--- config.mk ---
export PLATFORM = sky130hd
export DESIGN_NAME = sprite_blitter
export DESIGN_NICKNAME = d
export VERILOG_FILES = /design/src/rtl/sprite_blitter.sv
export SDC_FILE = /design/constraint.sdc
export NUM_CORES = 1
export LEC_CHECK = 0
export ABC_AREA = 1
export CORE_UTILIZATION = 30
export CTS_BUF_LIST = sky130_fd_sc_hd__clkbuf_16
export DETAILED_ROUTE_END_ITERATION = 7
export GPL_TIMING_DRIVEN = 0
export PLACE_DENSITY = 0.62
export SLEW_MARGIN = 40
export SYNTH_ARGS = -nofsm -noshare
export SYNTH_HDL_FRONTEND = slang
export SYNTH_SLANG_ARGS = --single-unit
--- constraint.sdc ---
create_clock -name vga_clk -period 6.06 [get_ports vga_clk]
set_input_delay 0.909 -clock vga_clk [delete_from_list [all_inputs] [get_ports vga_clk]]
set_output_delay 0.909 -clock vga_clk [all_outputs]
set_load 0.01 [all_outputs]
--- src/rtl/sprite_blitter.sv ---
// -----------------------------------------------------------------------------
// sprite_blitter
//
// Renders one animated sprite into the VGA pixel stream. The sprite sits at a
// runtime top-left corner, can be magnified by a power of two, steps through
// several animation frames stored back-to-back in an external synchronous ROM,
// and treats one palette index as transparent. For every pixel the block
// reports whether an opaque sprite texel covers it and which palette index.
//
// Pipeline (fixed latency, no stalls):
//   stage 0 (comb)  box test and texel coordinate math on DrawX/DrawY
//   stage 1 (reg)   ROM address + visibility flag
//   stage 2 (reg)   visibility delayed while the ROM returns its data
//   stage 3 (reg)   transparency test, final pix_hit / pix_index
//
// Ports
//   vga_clk      pixel clock, everything on the rising edge
//   reset_n      asynchronous reset, active low
//   frame_start  one-cycle pulse at the start of each VGA frame
//   DrawX/DrawY  current pixel column / row
//   blank        1 while in the visible region
//   pos_x/pos_y  sprite top-left corner, captured on frame_start
//   sprite_en    sprite visible, captured on frame_start
//   anim_en      animation counters advance when 1
//   anim_restart one-cycle pulse returning animation to frame 0
//   rom_address  registered sprite ROM read address
//   rom_q        ROM data, valid one cycle after rom_address
//   pix_hit      opaque sprite pixel for the pixel presented 3 edges earlier
//   pix_index    palette index for that pixel, 0 when pix_hit is 0
//   anim_frame   current animation frame
//   anim_done    one-shot mode: last frame reached (always 0 when looping)
// -----------------------------------------------------------------------------
module sprite_blitter #(
    parameter int SPRITE_W    = 32,
    parameter int SPRITE_H    = 32,
    parameter int NUM_FRAMES  = 8,
    parameter int IDX_BITS    = 2,
    parameter int SCALE_SHIFT = 0,
    parameter int FRAME_DIV   = 6,
    parameter int ONE_SHOT    = 0,
    parameter int TRANSP_IDX  = 0,
    parameter int ADDR_W      = $clog2(SPRITE_W*SPRITE_H*NUM_FRAMES),
    localparam int FRAME_W    = (NUM_FRAMES > 1) ? $clog2(NUM_FRAMES) : 1
) (
    input  logic                vga_clk,
    input  logic                reset_n,
    input  logic                frame_start,
    input  logic [9:0]          DrawX,
    input  logic [9:0]          DrawY,
    input  logic                blank,
    input  logic [9:0]          pos_x,
    input  logic [9:0]          pos_y,
    input  logic                sprite_en,
    input  logic                anim_en,
    input  logic                anim_restart,
    output logic [ADDR_W-1:0]   rom_address,
    input  logic [IDX_BITS-1:0] rom_q,
    output logic                pix_hit,
    output logic [IDX_BITS-1:0] pix_index,
    output logic [FRAME_W-1:0]  anim_frame,
    output logic                anim_done
);

    localparam int BOX_W = SPRITE_W << SCALE_SHIFT;
    localparam int BOX_H = SPRITE_H << SCALE_SHIFT;
    localparam int DIV_W = (FRAME_DIV > 1) ? $clog2(FRAME_DIV) : 1;

    // Per-frame shadow copies of the placement inputs
    logic [9:0]          posX_q;
    logic [9:0]          posY_q;
    logic                spriteEn_q;

    // Animation state
    logic [DIV_W-1:0]    divCnt_q,    divCnt_d;
    logic [FRAME_W-1:0]  animFrame_q, animFrame_d;
    logic                animDone_q,  animDone_d;

    // Stage 0 combinational results
    logic [10:0]         drawX11, drawY11;
    logic [10:0]         posX11,  posY11;
    logic [10:0]         boxEndX, boxEndY;
    logic [10:0]         dx, dy;
    logic [10:0]         dxScaled, dyScaled;
    logic                inBox;
    logic                hit1_d;
    logic [ADDR_W-1:0]   romAddr_d;

    // Pipeline registers
    logic [ADDR_W-1:0]   romAddr_q;
    logic                hit1_q;
    logic                hit2_q;
    logic                pixHit_q,   pixHit_d;
    logic [IDX_BITS-1:0] pixIndex_q, pixIndex_d;

    // Position and enable are only sampled at frame start so a sprite that
    // moves mid-frame never tears across the frame.
    always_ff @(posedge vga_clk or negedge reset_n) begin
        if (!reset_n) begin
            posX_q     <= '0;
            posY_q     <= '0;
            spriteEn_q <= 1'b0;
        end else if (frame_start) begin
            posX_q     <= pos_x;
            posY_q     <= pos_y;
            spriteEn_q <= sprite_en;
        end
    end

    // Animation next-state. A restart pulse overrides everything, including a
    // coincident frame_start. On the last frame a looping sprite wraps to 0,
    // while a one-shot sprite parks there and raises done; done also rises on
    // the step that lands on the last frame.
    always_comb begin
        divCnt_d    = divCnt_q;
        animFrame_d = animFrame_q;
        animDone_d  = animDone_q;
        if (anim_restart) begin
            divCnt_d    = '0;
            animFrame_d = '0;
            animDone_d  = 1'b0;
        end else if (frame_start && anim_en) begin
            if (divCnt_q == DIV_W'(FRAME_DIV - 1)) begin
                divCnt_d = '0;
                if (animFrame_q == FRAME_W'(NUM_FRAMES - 1)) begin
                    if (ONE_SHOT != 0) begin
                        animDone_d = 1'b1;
                    end else begin
                        animFrame_d = '0;
                    end
                end else begin
                    animFrame_d = animFrame_q + 1'b1;
                    if ((ONE_SHOT != 0) && (animFrame_q == FRAME_W'(NUM_FRAMES - 2))) begin
                        animDone_d = 1'b1;
                    end
                end
            end else begin
                divCnt_d = divCnt_q + 1'b1;
            end
        end
    end

    // Animation state register
    always_ff @(posedge vga_clk or negedge reset_n) begin
        if (!reset_n) begin
            divCnt_q    <= '0;
            animFrame_q <= '0;
            animDone_q  <= 1'b0;
        end else begin
            divCnt_q    <= divCnt_d;
            animFrame_q <= animFrame_d;
            animDone_q  <= animDone_d;
        end
    end

    // Stage 0: the box test uses 11-bit sums so a sprite near the right or
    // bottom edge is clipped instead of wrapping around to column/row 0.
    // Inside the box the scaled offsets are always below the sprite size, so
    // the address never spills into a neighbouring frame.
    always_comb begin
        drawX11   = {1'b0, DrawX};
        drawY11   = {1'b0, DrawY};
        posX11    = {1'b0, posX_q};
        posY11    = {1'b0, posY_q};
        boxEndX   = posX11 + 11'(BOX_W);
        boxEndY   = posY11 + 11'(BOX_H);
        dx        = drawX11 - posX11;
        dy        = drawY11 - posY11;
        dxScaled  = dx >> SCALE_SHIFT;
        dyScaled  = dy >> SCALE_SHIFT;
        inBox     = (drawX11 >= posX11) && (drawX11 < boxEndX) &&
                    (drawY11 >= posY11) && (drawY11 < boxEndY);
        hit1_d    = inBox && blank && spriteEn_q;
        romAddr_d = ADDR_W'(animFrame_q) * ADDR_W'(SPRITE_W * SPRITE_H) +
                    ADDR_W'(dyScaled) * ADDR_W'(SPRITE_W) +
                    ADDR_W'(dxScaled);
    end

    // Stage 1/2: the address only moves for covered pixels, which keeps the
    // ROM bus quiet outside the sprite.
    always_ff @(posedge vga_clk or negedge reset_n) begin
        if (!reset_n) begin
            romAddr_q <= '0;
            hit1_q    <= 1'b0;
            hit2_q    <= 1'b0;
        end else begin
            hit1_q <= hit1_d;
            hit2_q <= hit1_q;
            if (hit1_d) begin
                romAddr_q <= romAddr_d;
            end
        end
    end

    // Stage 3 decision: transparent texels drop out and the index is zeroed
    // so the mixer can OR layers without further masking.
    always_comb begin
        pixHit_d   = hit2_q && (rom_q != IDX_BITS'(TRANSP_IDX));
        pixIndex_d = pixHit_d ? rom_q : '0;
    end

    // Stage 3 register
    always_ff @(posedge vga_clk or negedge reset_n) begin
        if (!reset_n) begin
            pixHit_q   <= 1'b0;
            pixIndex_q <= '0;
        end else begin
            pixHit_q   <= pixHit_d;
            pixIndex_q <= pixIndex_d;
        end
    end

    assign rom_address = romAddr_q;
    assign pix_hit     = pixHit_q;
    assign pix_index   = pixIndex_q;
    assign anim_frame  = animFrame_q;
    assign anim_done   = animDone_q;

endmodule

==> run summary <==
Adder-Cell Fraction of Synth Area - 18.3%
final setup vio count - 0
crit path max-delay cell type - clkdlybuf4s50_1
Internal - 821 uW
commonest non-fill, non-tap cell in the layout - nand2_1
Switching Power - 483 uW
Initial Utilization - 31.1%
Syn-to-layout area delta - 28.0%
die footprint - 12400 sq um
Worst EP required - 6.24 ns
Main synth FF type - dfrtp_1
share of layout cells above drive strength 1 - 4.97%
worst skew pair latency - 0.29 ns
Tcrit/Tclk final - 67.6%
most used cell, CP - nand2_1
die height - 111 um
clk buf depth - 2
Synth Register Bits - 45
DIE WIDTH - 111 um
fin crit period - 4.10 ns
Gate Count Post-Synth - 467
PD cells - 284 nW/um^2
GR Overflow Total - 0
Final Hold Viols - 0
Root Driver - clkbuf_16
Logic pwr share - 49.3%
largest family of logic cells by synthesized area - simple AND/OR/NAND/NOR gates
Post-synth EDFFs - 0
Post-CTS Setup Bufs - 0
Crit. End Element - flop
H-tree depth - 2
Yosys warning count - 0
Crit Path Max Fanout - 5
Switching Share - 37.0%
max frequency - 244 MHz
Worst EP arrival - 4.27 ns
gr usage total - 13.8%
Clk pwr share - 20.0%
Flop pwr share - 30.7%
post-synthesis mux area share - 0.628%
row cnt - 39
fill count - 1200
DRC viols - 14
crit path cell chain - clkdlybuf4s50_1, inv_1, ha_1, fa_1, o21ai_1, nand2_1, o211ai_1, a21oi_1, o21bai_1, fa_1, inv_1, ha_1, nand2_1, inv_1, nand4_1, nand3_1, nand3_1, nand2_1, nand3_1, nand2_1
num ports - 69
DP HPWL - 6800 um
Sink Count - 45
CORE AREA - 11500 sq um
placed insts - 678
Async S/R FF share, synth - 100%
WL final - 8010 um
Leakage Power - 0.00234 uW
pre-CTS setup slack - 1.63 ns
Syn Std Cell Area - 3590 sq um
CTS tree - done
vias in the first global route - 3080
Non-Filler Instances - 686
syn_nets - 566
Layout Nets - 641
Sum Neg Setup Slack - 0 ns
clk slew on worst S/H paths - 0.06 ns
Setup CP Type - in -> reg
max-cap violation count - 0
Port Buffers - 67
Synth Area in Compound Gates - 12.0%
antenna violations before repair - 0
Post-Synth Simple-Gate Area - 21.1%
RSZ-0062 raised after global routing - no
Max IR drop VDD - 0.114 mV
drt via density - 4.55
hold buffer count at cts - 0
Slew Viols, Final - 0
post-route ant nets - 0
register area - 1130 sq um
Hold Worst Slack - 0.353 ns
1st-pass router iterations - 6
WL/cell - 11.7 um
Hold Path Class - reg -> reg
# diodes - 0
max incr delay on CP - 0.46 ns
sequential fraction of the synthesis area - 31.4%
multi-input logic area - 2070 sq um
critical path startpoint category - input port
Avg Inst Size Synth - 7.68 sq um
pin count of the biggest net entering global routing - 26
count of cell types in the netlist - 35
violated checks - design-rule violations
most frequent cells in the layout - nand2_1, inv_1, clkdlybuf4s50_1, ha_1, dfrtp_1
Fin Clk Skew - 0.00625 ns
Post-Synth XOR/XNOR Area - 5.62%
gpl congestion - 0.836
Detailed Route Iter0 Violations - 117
cts bufs inserted - 5
first-pass GRT wire length - 13700 um
outcome - finished, violations left
vias - 3122
Final WS setup - 1.96 ns
post-CTS resize count - 0
## cells in the mapped netlist (3+ instances only)
library cell / instances / area [sq um]
nand2_2: 3 / 18.8
nor2_2: 4 / 25.0
xnor2_1: 9 / 78.8
a21oi_1: 26 / 130
dfrtp_1: 45 / 1130
o21ai_0: 22 / 110
a31oi_1: 4 / 25.0
nand2_1: 102 / 383
xor2_1: 14 / 123
nand4_1: 6 / 37.5
ha_1: 46 / 576
o21bai_1: 15 / 113
nand3_1: 34 / 170
clkbuf_1: 4 / 15.0
inv_1: 87 / 327
fa_1: 4 / 80.1
nor2_1: 18 / 67.6
## worst max-delay path: cells and delay by family
kind | cells | cell delay (ns)
simple gates | 8 | 0.68
compound gates | 4 | 0.74
buf+inv | 4 | 0.61
fa+ha+maj | 4 | 1.35
## final cells by class
| type | count | area share, % |
|---|---|---|
| multi-input cells | 324 | 45.0 |
| flip-flops and latches | 45 | 24.5 |
| repair buffers | 68 | 15.0 |
| inverters | 89 | 7.30 |
| well taps | 143 | 3.90 |
| clock buffers | 5 | 2.72 |
| plain buffers | 9 | 1.25 |
| clock inverters | 3 | 0.272 |
## state kept, by name (all words and copies together), names as in the netlist
signal / count
anim_frame: 3
divCnt_q: 3
hit1_q: 1
hit2_q: 1
pix_hit: 1
pix_index: 2
posX_q: 10
posY_q: 10
rom_address: 13
spriteEn_q: 1
## path summary, 6_finish.rpt
kind,cells past startpoint,end,from,slack (ns)
max in group asynchronous,2,rom_address[11]$_DFFE_PN0P_,reset_n,5.13
worst max register to register,18,rom_address[12]$_DFFE_PN0P_,posX_q[0]$_DFFE_PN0P_,2.70
min in group asynchronous,1,posX_q[0]$_DFFE_PN0P_,reset_n,0.50
worst max-delay path,20,rom_address[12]$_DFFE_PN0P_,DrawX[0],1.96
worst min register to register,0,hit2_q$_DFF_PN0_,hit1_q$_DFF_PN0_,0.35
worst min-delay path,0,hit2_q$_DFF_PN0_,hit1_q$_DFF_PN0_,0.35
## cell families (layout without fill, tap and decap cells)
| family | Yosys count | count (layout) |
|---|---|---|
| compound gates | 74 | 74 |
| fa+ha+maj | 50 | 50 |
| buf+inv | 98 | 174 |
| flops | 45 | 45 |
| xor+xnor | 23 | 23 |
| other cells | 1 | 1 |
| simple gates | 174 | 174 |
| mux | 2 | 2 |
## power groups by stage
stage | Clock, uW | Combinational (uW) | Sequential, uW
CTS | 271 | 651 | 401
global placement | 0 | 631 | 405
global route | 283 | 731 | 408
detailed placement | 0 | 643 | 407
floorplan | 0 | 399 | 423
finish | 261 | 643 | 400
## metal layers
layer  share of wire [%]  up-vias  wire length, um  track usage, %
met4                 1.8        0              141            5.05
met1                  48     1417             3850            17.4
li1                    -     1641                -               -
met5                   0        -                0               0
met2                  46       55             3720            23.6
met3                 3.7        9              293            2.45
## metrics by stage
stage | utilization [%] | instance area (sq um) | total power (uW)
after floorplan | - | 3590 | 823
after detailed placement | 38.7 | 4450 | 1050
after global placement | 38.5 | 4440 | 1040
after CTS | 39.9 | 4590 | 1320
final | 39.9 | 4590 | 1300
after global routing | 39.9 | 4590 | 1420
Note: power is estimated with default switching activity, not from simulation.
